===== config.mk =====
export PLATFORM = sky130hd
export DESIGN_NAME = lcd_bus_controller_flat
export DESIGN_NICKNAME = d
export VERILOG_FILES = /design/src/rtl/lcd_bus_controller_if.sv /design/src/rtl/lcd_bus_controller.sv /design/src/flat_wrapper.sv
export SDC_FILE = /design/constraint.sdc
export NUM_CORES = 1
export LEC_CHECK = 0
export BUFFER_PORTS_ARGS = -buffer_cell sky130_fd_sc_hd__buf_2
export CELL_PAD_IN_SITES_DETAIL_PLACEMENT = 1
export CELL_PAD_IN_SITES_GLOBAL_PLACEMENT = 2
export CORE_UTILIZATION = 33
export CTS_CLUSTER_DIAMETER = 200
export DETAILED_ROUTE_END_ITERATION = 8
export HOLD_SLACK_MARGIN = 0.02
export PLACE_DENSITY_LB_ADDON = 0.2
export SLEW_MARGIN = 10
export SYNTH_ARGS = -nofsm -noshare
export SYNTH_HDL_FRONTEND = slang
export SYNTH_SLANG_ARGS = --single-unit

===== constraint.sdc =====
create_clock -name clk -period 2.7 [get_ports clk]
set_input_delay 0.135 -clock clk [delete_from_list [all_inputs] [get_ports clk]]
set_output_delay 0.135 -clock clk [all_outputs]
set_load 0.02 [all_outputs]

===== src/rtl/lcd_bus_controller_if.sv =====
// Data-memory store/status bus seen by the LCD controller.
// The CPU side drives the store strobe, address and data; the controller returns status.
interface lcd_bus_controller_if;
  logic        MemWriteM;
  logic [31:0] ALUResultM;
  logic [31:0] WriteDataM;
  logic [31:0] StatusData;

  modport master (output MemWriteM, ALUResultM, WriteDataM, input StatusData);
  modport slave  (input MemWriteM, ALUResultM, WriteDataM, output StatusData);
endinterface


===== src/rtl/lcd_bus_controller.sv =====
// Memory-mapped HD44780-style LCD controller: queues command/data stores in a FIFO
// and replays each entry onto the LCD pins with setup, enable pulse, hold and execution wait.
module lcd_bus_controller #(
  parameter int          FIFO_DEPTH = 8,
  parameter int          SETUP_CYC  = 2,
  parameter int          PULSE_CYC  = 12,
  parameter int          HOLD_CYC   = 2,
  parameter int          EXEC_CYC   = 2000,
  parameter int          CLEAR_CYC  = 82000,
  parameter logic [31:0] DATA_ADDR  = 32'h8A0,
  parameter logic [31:0] CMD_ADDR   = 32'h8B0,
  parameter logic [31:0] STAT_ADDR  = 32'h8C0
) (
  input  logic                 clk,
  input  logic                 rst,
  lcd_bus_controller_if.slave  bus,
  output logic [7:0]           LCD_DATA,
  output logic                 LCD_RS,
  output logic                 LCD_RW,
  output logic                 LCD_EN
);

  localparam int PTR_W = (FIFO_DEPTH > 1) ? $clog2(FIFO_DEPTH) : 1;
  localparam int CNT_W = $clog2(FIFO_DEPTH) + 1;
  localparam int TMR_W = (CLEAR_CYC > 1) ? $clog2(CLEAR_CYC) : 1;

  localparam logic [TMR_W-1:0] SETUP_LD = TMR_W'(SETUP_CYC - 1);
  localparam logic [TMR_W-1:0] PULSE_LD = TMR_W'(PULSE_CYC - 1);
  localparam logic [TMR_W-1:0] HOLD_LD  = TMR_W'(HOLD_CYC - 1);
  localparam logic [TMR_W-1:0] EXEC_LD  = TMR_W'(EXEC_CYC - 1);
  localparam logic [TMR_W-1:0] CLEAR_LD = TMR_W'(CLEAR_CYC - 1);
  localparam logic [CNT_W-1:0] DEPTH_C  = CNT_W'(FIFO_DEPTH);
  localparam logic [PTR_W-1:0] PTR_LAST = PTR_W'(FIFO_DEPTH - 1);

  typedef enum logic [2:0] {S_IDLE, S_SETUP, S_PULSE, S_HOLD, S_EXEC} state_t;

  state_t           state, state_nxt;
  logic [TMR_W-1:0] tmr, tmr_nxt;
  logic [8:0]       mem [FIFO_DEPTH];
  logic [PTR_W-1:0] wr_ptr, rd_ptr;
  logic [CNT_W-1:0] cnt;
  logic             ovf;
  logic             push_req, push, drop, pop, stat_sel, stat_wr, long_wait, busy;
  logic             unused_wdata;

  function automatic logic [PTR_W-1:0] ptr_inc(input logic [PTR_W-1:0] p);
    return (p == PTR_LAST) ? '0 : p + 1'b1;
  endfunction

  assign stat_sel  = (bus.ALUResultM == STAT_ADDR);
  assign stat_wr   = bus.MemWriteM && stat_sel;
  assign push_req  = bus.MemWriteM && ((bus.ALUResultM == DATA_ADDR) || (bus.ALUResultM == CMD_ADDR));
  // Fullness uses the registered count, so a same-cycle pop never makes room for a push.
  assign push      = push_req && (cnt != DEPTH_C);
  assign drop      = push_req && (cnt == DEPTH_C);
  assign pop       = (state == S_IDLE) && (cnt != '0);
  // Clear (0x01) and home (0x02/0x03) need the long execution wait.
  assign long_wait = !LCD_RS && (LCD_DATA[7:2] == 6'd0) && (LCD_DATA != 8'd0);
  assign unused_wdata = ^bus.WriteDataM[31:8];

  always_ff @(posedge clk or negedge rst) begin
    if (!rst) begin
      wr_ptr <= '0;
      rd_ptr <= '0;
      cnt    <= '0;
      ovf    <= 1'b0;
    end else begin
      if (push) wr_ptr <= ptr_inc(wr_ptr);
      if (pop)  rd_ptr <= ptr_inc(rd_ptr);
      case ({push, pop})
        2'b10:   cnt <= cnt + 1'b1;
        2'b01:   cnt <= cnt - 1'b1;
        default: cnt <= cnt;
      endcase
      if (drop)         ovf <= 1'b1;
      else if (stat_wr) ovf <= 1'b0;
    end
  end

  always_ff @(posedge clk) begin
    if (push) mem[wr_ptr] <= {(bus.ALUResultM == DATA_ADDR), bus.WriteDataM[7:0]};
  end

  always_ff @(posedge clk or negedge rst) begin
    if (!rst) begin
      LCD_RS   <= 1'b0;
      LCD_DATA <= 8'd0;
    end else if (pop) begin
      {LCD_RS, LCD_DATA} <= mem[rd_ptr];
    end
  end

  always_ff @(posedge clk or negedge rst) begin
    if (!rst) begin
      state <= S_IDLE;
      tmr   <= '0;
    end else begin
      state <= state_nxt;
      tmr   <= tmr_nxt;
    end
  end

  always_comb begin
    state_nxt = state;
    tmr_nxt   = tmr;
    case (state)
      S_IDLE: begin
        if (cnt != '0) begin
          state_nxt = S_SETUP;
          tmr_nxt   = SETUP_LD;
        end
      end
      S_SETUP: begin
        if (tmr == '0) begin
          state_nxt = S_PULSE;
          tmr_nxt   = PULSE_LD;
        end else begin
          tmr_nxt = tmr - 1'b1;
        end
      end
      S_PULSE: begin
        if (tmr == '0) begin
          state_nxt = S_HOLD;
          tmr_nxt   = HOLD_LD;
        end else begin
          tmr_nxt = tmr - 1'b1;
        end
      end
      S_HOLD: begin
        if (tmr == '0) begin
          state_nxt = S_EXEC;
          tmr_nxt   = long_wait ? CLEAR_LD : EXEC_LD;
        end else begin
          tmr_nxt = tmr - 1'b1;
        end
      end
      S_EXEC: begin
        if (tmr == '0) state_nxt = S_IDLE;
        else           tmr_nxt   = tmr - 1'b1;
      end
      default: begin
        state_nxt = S_IDLE;
        tmr_nxt   = '0;
      end
    endcase
  end

  always_comb begin
    LCD_EN         = (state == S_PULSE);
    LCD_RW         = 1'b0;
    busy           = (state != S_IDLE) || (cnt != '0);
    bus.StatusData = 32'd0;
    if (stat_sel) bus.StatusData = {24'd0, 4'(cnt), 2'b00, ovf, busy};
  end

endmodule


===== src/flat_wrapper.sv =====
// flat-port wrapper written by rule: the top's interface ports become plain ports
module lcd_bus_controller_flat 
#(
  parameter int          FIFO_DEPTH = 8,
  parameter int          SETUP_CYC  = 2,
  parameter int          PULSE_CYC  = 12,
  parameter int          HOLD_CYC   = 2,
  parameter int          EXEC_CYC   = 2000,
  parameter int          CLEAR_CYC  = 82000,
  parameter logic [31:0] DATA_ADDR  = 32'h8A0,
  parameter logic [31:0] CMD_ADDR   = 32'h8B0,
  parameter logic [31:0] STAT_ADDR  = 32'h8C0
)
  (clk, rst, LCD_DATA, LCD_RS, LCD_RW, LCD_EN, bus_MemWriteM, bus_ALUResultM, bus_WriteDataM, bus_StatusData);
  lcd_bus_controller_if bus_i ();
  input  logic clk;
  input  logic rst;
  output logic [7:0] LCD_DATA;
  output logic LCD_RS;
  output logic LCD_RW;
  output logic LCD_EN;
  input wire logic [$bits(bus_i.MemWriteM)-1:0] bus_MemWriteM;
  input wire logic [$bits(bus_i.ALUResultM)-1:0] bus_ALUResultM;
  input wire logic [$bits(bus_i.WriteDataM)-1:0] bus_WriteDataM;
  output wire logic [$bits(bus_i.StatusData)-1:0] bus_StatusData;
  assign bus_i.MemWriteM = bus_MemWriteM;
  assign bus_i.ALUResultM = bus_ALUResultM;
  assign bus_i.WriteDataM = bus_WriteDataM;
  assign bus_StatusData = bus_i.StatusData;
  lcd_bus_controller #(.FIFO_DEPTH(FIFO_DEPTH), .SETUP_CYC(SETUP_CYC), .PULSE_CYC(PULSE_CYC), .HOLD_CYC(HOLD_CYC), .EXEC_CYC(EXEC_CYC), .CLEAR_CYC(CLEAR_CYC), .DATA_ADDR(DATA_ADDR), .CMD_ADDR(CMD_ADDR), .STAT_ADDR(STAT_ADDR)) u_core (.clk(clk), .rst(rst), .bus(bus_i), .LCD_DATA(LCD_DATA), .LCD_RS(LCD_RS), .LCD_RW(LCD_RW), .LCD_EN(LCD_EN));
endmodule

==> After elaboration in Yosys (flattened, before gate mapping) <==
Memories as Yosys holds them, arrays and structs flattened. A register that Yosys moved wholly into a read port is not among the register bits.
Index checks and enable logic that the tools add are counted.
{ "word_totals": {"register_bits": 31, "mem_bits_rw": 72, "in_bits": 67, "output_inout_bits": 43, "elab_cells": 73, "memories": 1} }
{ "mem_list": {"columns": ["name", "depth", "word_bits", "read_ports", "rd_ports_with_merged_regs", "write_ports", "line_no", "rtl"], "rows": [
  ["u_core.mem", 8, 9, 1, 1, 1, "lcd_bus_controller.sv:39", "logic [8:0] mem [FIFO_DEPTH];"]
]} }
{ "classes": {"add_sub_neg": 5, "n_eq_ne": 19, "n_mux": 21, "n_reduce_logical": 21} }
{ "ops": {"columns": ["op", "n"], "rows": [
  ["two-way mux 17 bit", 6],
  ["== test 32 x 12 -> 1 bit (second input constant)", 3],
  ["case mux 17 bit (5 select lines)", 1],
  ["two-way mux 3 bit", 7],
  ["zero test 17 bit", 1],
  ["subtractor 17 x 1 -> 17 bit (second input constant)", 1],
  ["case mux 3 bit (5 select lines)", 1],
  ["== test 3 bit (second input constant)", 3],
  ["two-way mux 8 bit", 1],
  ["inequality test 2 x 1 -> 1 bit (second input constant)", 4],
  ["case mux 4 bit (2 select lines)", 1],
  ["nonzero test 8 bit", 1],
  ["logical AND 1 bit", 7],
  ["adder 3 x 1 -> 3 bit (second input constant)", 2],
  ["== test 3 x 2 -> 1 bit (second input constant)", 2],
  ["zero test 6 bit", 1],
  ["AND reduction 5 bit", 1],
  ["adder 4 x 1 -> 4 bit (second input constant)", 1],
  ["== test 4 bit (second input constant)", 1],
  ["two-way mux 1 bit", 4],
  ["inequality test 2 bit (second input constant)", 2],
  ["inequality test 4 bit (second input constant)", 1],
  ["nonzero test 2 bit", 2],
  ["nonzero test 4 bit", 1],
  ["9 further kinds", 11]
]} }

==> Depth between registers and ports, before layout <==
{ "logic_depth": {"depth_word": 6, "mapped_depth": 11, "ltp_nobuf": 11} }

==> Worst setup path before layout <==
Ideal clock, no wire load.
{ "synth_timing": {"path_kind": "input port to flip-flop", "from": "in bus_ALUResultM[18]", "to": "mem u_core.mem[5][0] (enable)", "setup_time_ns": 0.403, "arrival_ns": 2.401, "t_required_ns": 2.297, "setup_slack_ns": -0.103, "stages": 5, "path_buffers": 0, "path_cell_list": "nor4_1 -> nand4_1 -> nor4_1 -> nand2_1 -> nor4b_1"} }
{ "synth_between": {"elab_chain_len": 6, "elab_cells_between_ends": 7, "cone_classes": "eq/ne (2); mux (2); reduce/logical (3)"} }
{ "synth_lines": {"columns": ["item", "line_no", "rtl"], "rows": [
  ["start, declared", "flat_wrapper.sv:23", "input wire logic [$bits(bus_i.ALUResultM)-1:0] bus_ALUResultM;"],
  ["== test 32 x 12 -> 1 bit", "lcd_bus_controller.sv:52", "assign push_req = bus.MemWriteM && ((bus.ALUResultM == DATA_ADDR) || (bus.ALUResultM == CMD_ADDR));"],
  ["logical OR 1 bit (*)", "lcd_bus_controller.sv:52", null],
  ["logical AND 1 bit (*)", "lcd_bus_controller.sv:52", null],
  ["logical AND 1 bit (*)", "lcd_bus_controller.sv:54", "assign push = push_req && (cnt != DEPTH_C);"],
  ["two-way mux 1 bit (*)", "lcd_bus_controller.sv:81", "if (push) mem[wr_ptr] <= {(bus.ALUResultM == DATA_ADDR), bus.WriteDataM[7:0]};"],
  ["two-way mux 1 bit (not written as such) (*)", "lcd_bus_controller.sv:81", null],
  ["end, declared", "lcd_bus_controller.sv:39", null]
]} }
Mark *: on every way between the ends. The rest lies on a longest branch, timed or not.

==> Final worst setup path <==
{ "layout_timing": {"from": "reg u_core.tmr[1]", "to": "reg u_core.tmr[12]"} }
{ "layout_between": {"elab_chain_len": 3, "elab_cells_between_ends": 9, "cone_classes": "add/sub (1); eq/ne (1); mux (5); reduce/logical (2)"} }
{ "layout_lines": {"columns": ["item", "line_no", "rtl"], "rows": [
  ["start, declared", "lcd_bus_controller.sv:38", "logic [TMR_W-1:0] tmr, tmr_nxt;"],
  ["start signal, assigned", "lcd_bus_controller.sv:99", "tmr <= tmr_nxt;"],
  ["subtractor 17 x 1 -> 17 bit / zero test 17 bit (equally long branches)", null, null],
  ["two-way mux 17 bit (tied with other cells)", "lcd_bus_controller.sv:138", "if (tmr == '0) state_nxt = S_IDLE;"],
  ["case mux 17 bit (5 select lines) / AND reduction 2 bit (equally long branches)", null, null]
]} }
Parallel ways exist; a longest one is shown, timed or not. The select of a mux whose other input is x is not followed.
A chain may end at the register's enable or synchronous reset.

==> results.md <==
* Sw Ratio at 0.228
* Synth cell types at 59
* Met3 wire length at 272 µm
* Nets@finish at between 500 and 600
* Gr ovfl total at 0
* DIE WIDTH at 132 µm
* Crit path capture type: register
* Power Internal at 2.74 mW
* CTS clock-pin slew for the worst setup and hold paths at 80 ps
* Worst r2r src: u_core.tmr[1]$_DFFE_PN0P_
* Main area contributors after synthesis: edfxtp_1 39%, dfrtp_1 18%, mux4_2 7.3%, buf_4 3.6%, a21oi_1 2.2%
* Vias in the first global route at 4128
* WP data required at 2990 ps
* Root buffer cell: clkbuf_16
* Rows at 47
* Status: finished, final reports clean
* Met2 wire len at 7390 µm
* Sequential area share after synthesis at 0.567
* Initial detailed-routing violation count at approximately 150
* Global-route wire length before repair at 22100 µm
* Via Count at between 3000 and 4000
* Asr flop ratio synth at 0.357
* Cts bufs inserted at 9
* Post-synthesis register bit count at 112
* Pwr per Cell Area at 541 mW/mm²
* Cell count after synthesis at 440
* Tcrit/Tclk final at 0.946
* Clock power share at 0.422
* Slowest-stage cell, CP: or4b_2
* H-tree Lvls at 3
* Warning count from the yosys run at 0
* Cell count along the critical path at 7
* M1 wire length at 5730 µm
* HP Start: bus_WriteDataM[3]
* Final Critical Period at between 2000 and 3000 ps
* Antenna fix cells at 0
* Avg Cell Area, Syn at 12.7 µm²
* Worst-path cell chain: inv_1, ha_1, or4b_2, or4_4, o21ai_4, o21bai_1, a21o_1
* Post-DP HPWL at between 9000 and 10000 µm
* F_max at 0.392 GHz
* Chip height at between 100 and 150 µm
* VDD IR-drop max at 364 µV
* Setup TNS Final at 0 ps
* # DRC at 0
* Share of cells above drive strength 1 at 0.267
* Number of nets with antenna violations after routing at 0
* Crit path DAT at 2840 ps
* Highest layer used for signal routing: met4
* Port bufs at 58
* Area Growth Syn to Fin at 17.6%
* Clock sink count at 112
* Clock skew at 8.29 ps
* Slew @ Worst Pin at 966 ps
* Final hold violations at 0
* Die area at 0.0174 mm²
* R2r setup slk at 150 ps
* Largest area contributor in the netlist: edfxtp_1
* Max Cap Viol at 0
* Initial Util at 0.338
* Share of the synthesized area in the top cell type at 0.388
* Final Core Density at 0.397
* # Post-CTS Setup Buffers at 0
* Slowest stage delay, CP at 660 ps
* Most frequent cell after synthesis: edfxtp_1
* Tot GR Track Use at 0.165
* Hold EP: u_core.mem[3][3]$_DFFE_PP_
* RSZ-0062 raised after global routing: false
* Top cells by count, synth: 72 x edfxtp_1, 40 x dfrtp_1, 31 x nor2_1
* Crit-path max FO at 9
* CTS tree: yes
* Maximum root-to-sink buffer count at 2
* WL/cell at 18.1 µm
* Setup Crit Path Kind: reg -> reg
* Initial antenna violation count at 0
* Worst Hold Class: in -> reg
* TritonRoute pass-1 iters at 5
* Net Sw Power at slightly above 0.8 mW
* Hold path depth at 1
* RR Endpoint: u_core.tmr[12]$_DFFE_PN0P_
* I/O Pins at 110
* Register-to-Register Path Depth at 7
* Total Wirelength at 13500 µm
* Logic pwr share at 0.063
* Slew headroom at 0.356
* Flop pwr share at 0.515
* Mapped cell area at 0.00558 mm²
* Final slew viol count at 0
* Static leakage at 2.65 nW
* Worst skew pair latency at 350 ps
* Final GP Congestion at 0.741
* EDFF count, synth at between 70 and 80
* Pin count of the biggest net entering global routing at 41
* Final setup viols at 0
* Startpoint types: register
* Crit path launch: u_core.tmr[1]$_DFFE_PN0P_
* Core area at 0.0165 mm²
* Crit path max-delay family: simple AND/OR/NAND/NOR gates
* Top FF cell, synth: edfxtp_1
* Buf/Inv on CP at 1
* Vias/cell at 5.09
-- layout make-up --
class / instances / area, µm²
Fill cell: 1798 / 9970
Sequential cell: 112 / 3160
Multi-Input combinational cell: 303 / 2210
Timing Repair Buffer: 91 / 553
Tap cell: 220 / 275
Clock buffer: 9 / 225
Clock inverter: 7 / 113
Inverter: 6 / 22.5
-- kinds of logic (layout without fill, tap and decap cells) --
group,Yosys count,in the layout,share of synthesized area
mux,32,32,0.0989
other cells,1,27,0.000672
buf+inv,51,113,0.0581
compound gates,81,81,0.0971
xor+xnor,13,13,0.0204
fa+ha+maj,9,9,0.0202
flops,112,112,0.567
simple gates,141,141,0.138
-- metrics by stage --
stage | std cells | hold WS [ps] | setup WS (ps) | power [mW] | cell area [µm²]
after CTS | 748 | 38.6 | 144 | 3.59 | 6560
after floorplan | 466 | -161 | 35.5 | 2.02 | 5690
final | 748 | 48.7 | 146 | 3.55 | 6560
after global placement | 731 | 360 | 127 | 2.08 | 6210
after detailed placement | 731 | 371 | 38.3 | 2.09 | 6210
after global routing | 748 | 41.8 | 13.4 | 3.66 | 6560
-- power groups by stage --
stage | registers [mW] | clock network (mW) | logic [mW]
final | 1.83 | 1.50 | 0.224
after global routing | 1.83 | 1.58 | 0.248
after CTS | 1.83 | 1.54 | 0.226
after detailed placement | 1.87 | 0 | 0.224
after global placement | 1.87 | 0 | 0.217
after floorplan | 1.87 | 0 | 0.156
-- routing by layer --
metal / up-vias / global-route usage
met2: 51 / 0.307
met5: - / 0
li1: 1799 / -
met1: 1940 / 0.192
met4: 0 / 0.0452
met3: 14 / 0.0288
-- cell usage in the layout, fill, tap and decap left out, types with 3 or more instances in the layout --
master,instances
xor2_1,7
buf_4,31
mux2i_1,9
dfrtp_1,40
nor2_1,31
nor4_1,16
nand2_1,24
inv_1,6
nor3_1,10
and2_1,11
or4_1,3
o22ai_1,5
nand4_1,6
a22oi_1,3
o211ai_1,7
o211a_1,4
clkbuf_16,9
nor2b_1,9
nand3_1,9
buf_2,58
xnor2_1,6
a21oi_1,25
ha_1,9
nand2b_1,3
nor3b_1,7
mux4_2,18
conb_1,27
o21ai_0,13
edfxtp_1,72
mux2_2,5
-- state kept, by name (all words and copies together), names as in the netlist --
signal           flops
u_core.rd_ptr        3
u_core.wr_ptr        3
u_core.LCD_DATA      8
u_core.cnt           4
u_core.state         3
u_core.LCD_RS        1
u_core.ovf           1
u_core.mem          72
u_core.tmr          17
-- worst max-delay path by stage --
stage | endpoint | slack (ps)
2_1_floorplan | u_core.mem[1][0]$_DFFE_PP_ | 40
6_report | u_core.tmr[12]$_DFFE_PN0P_ | 150
3_3_place_gp | u_core.cnt[2]$_DFFE_PN0P_ | 130
3_5_place_dp | u_core.cnt[2]$_DFFE_PN0P_ | 40
5_1_grt | u_core.tmr[12]$_DFFE_PN0P_ | 10
4_1_cts | u_core.tmr[12]$_DFFE_PN0P_ | 140
-- what timing repair did --
item / 4_1_cts / 5_1_grt
endpoints found under the hold margin: 40 / 0
hold buffers: 1 / 0
resized for setup: 0 / 0
Power figures use the tool's default switching activity.
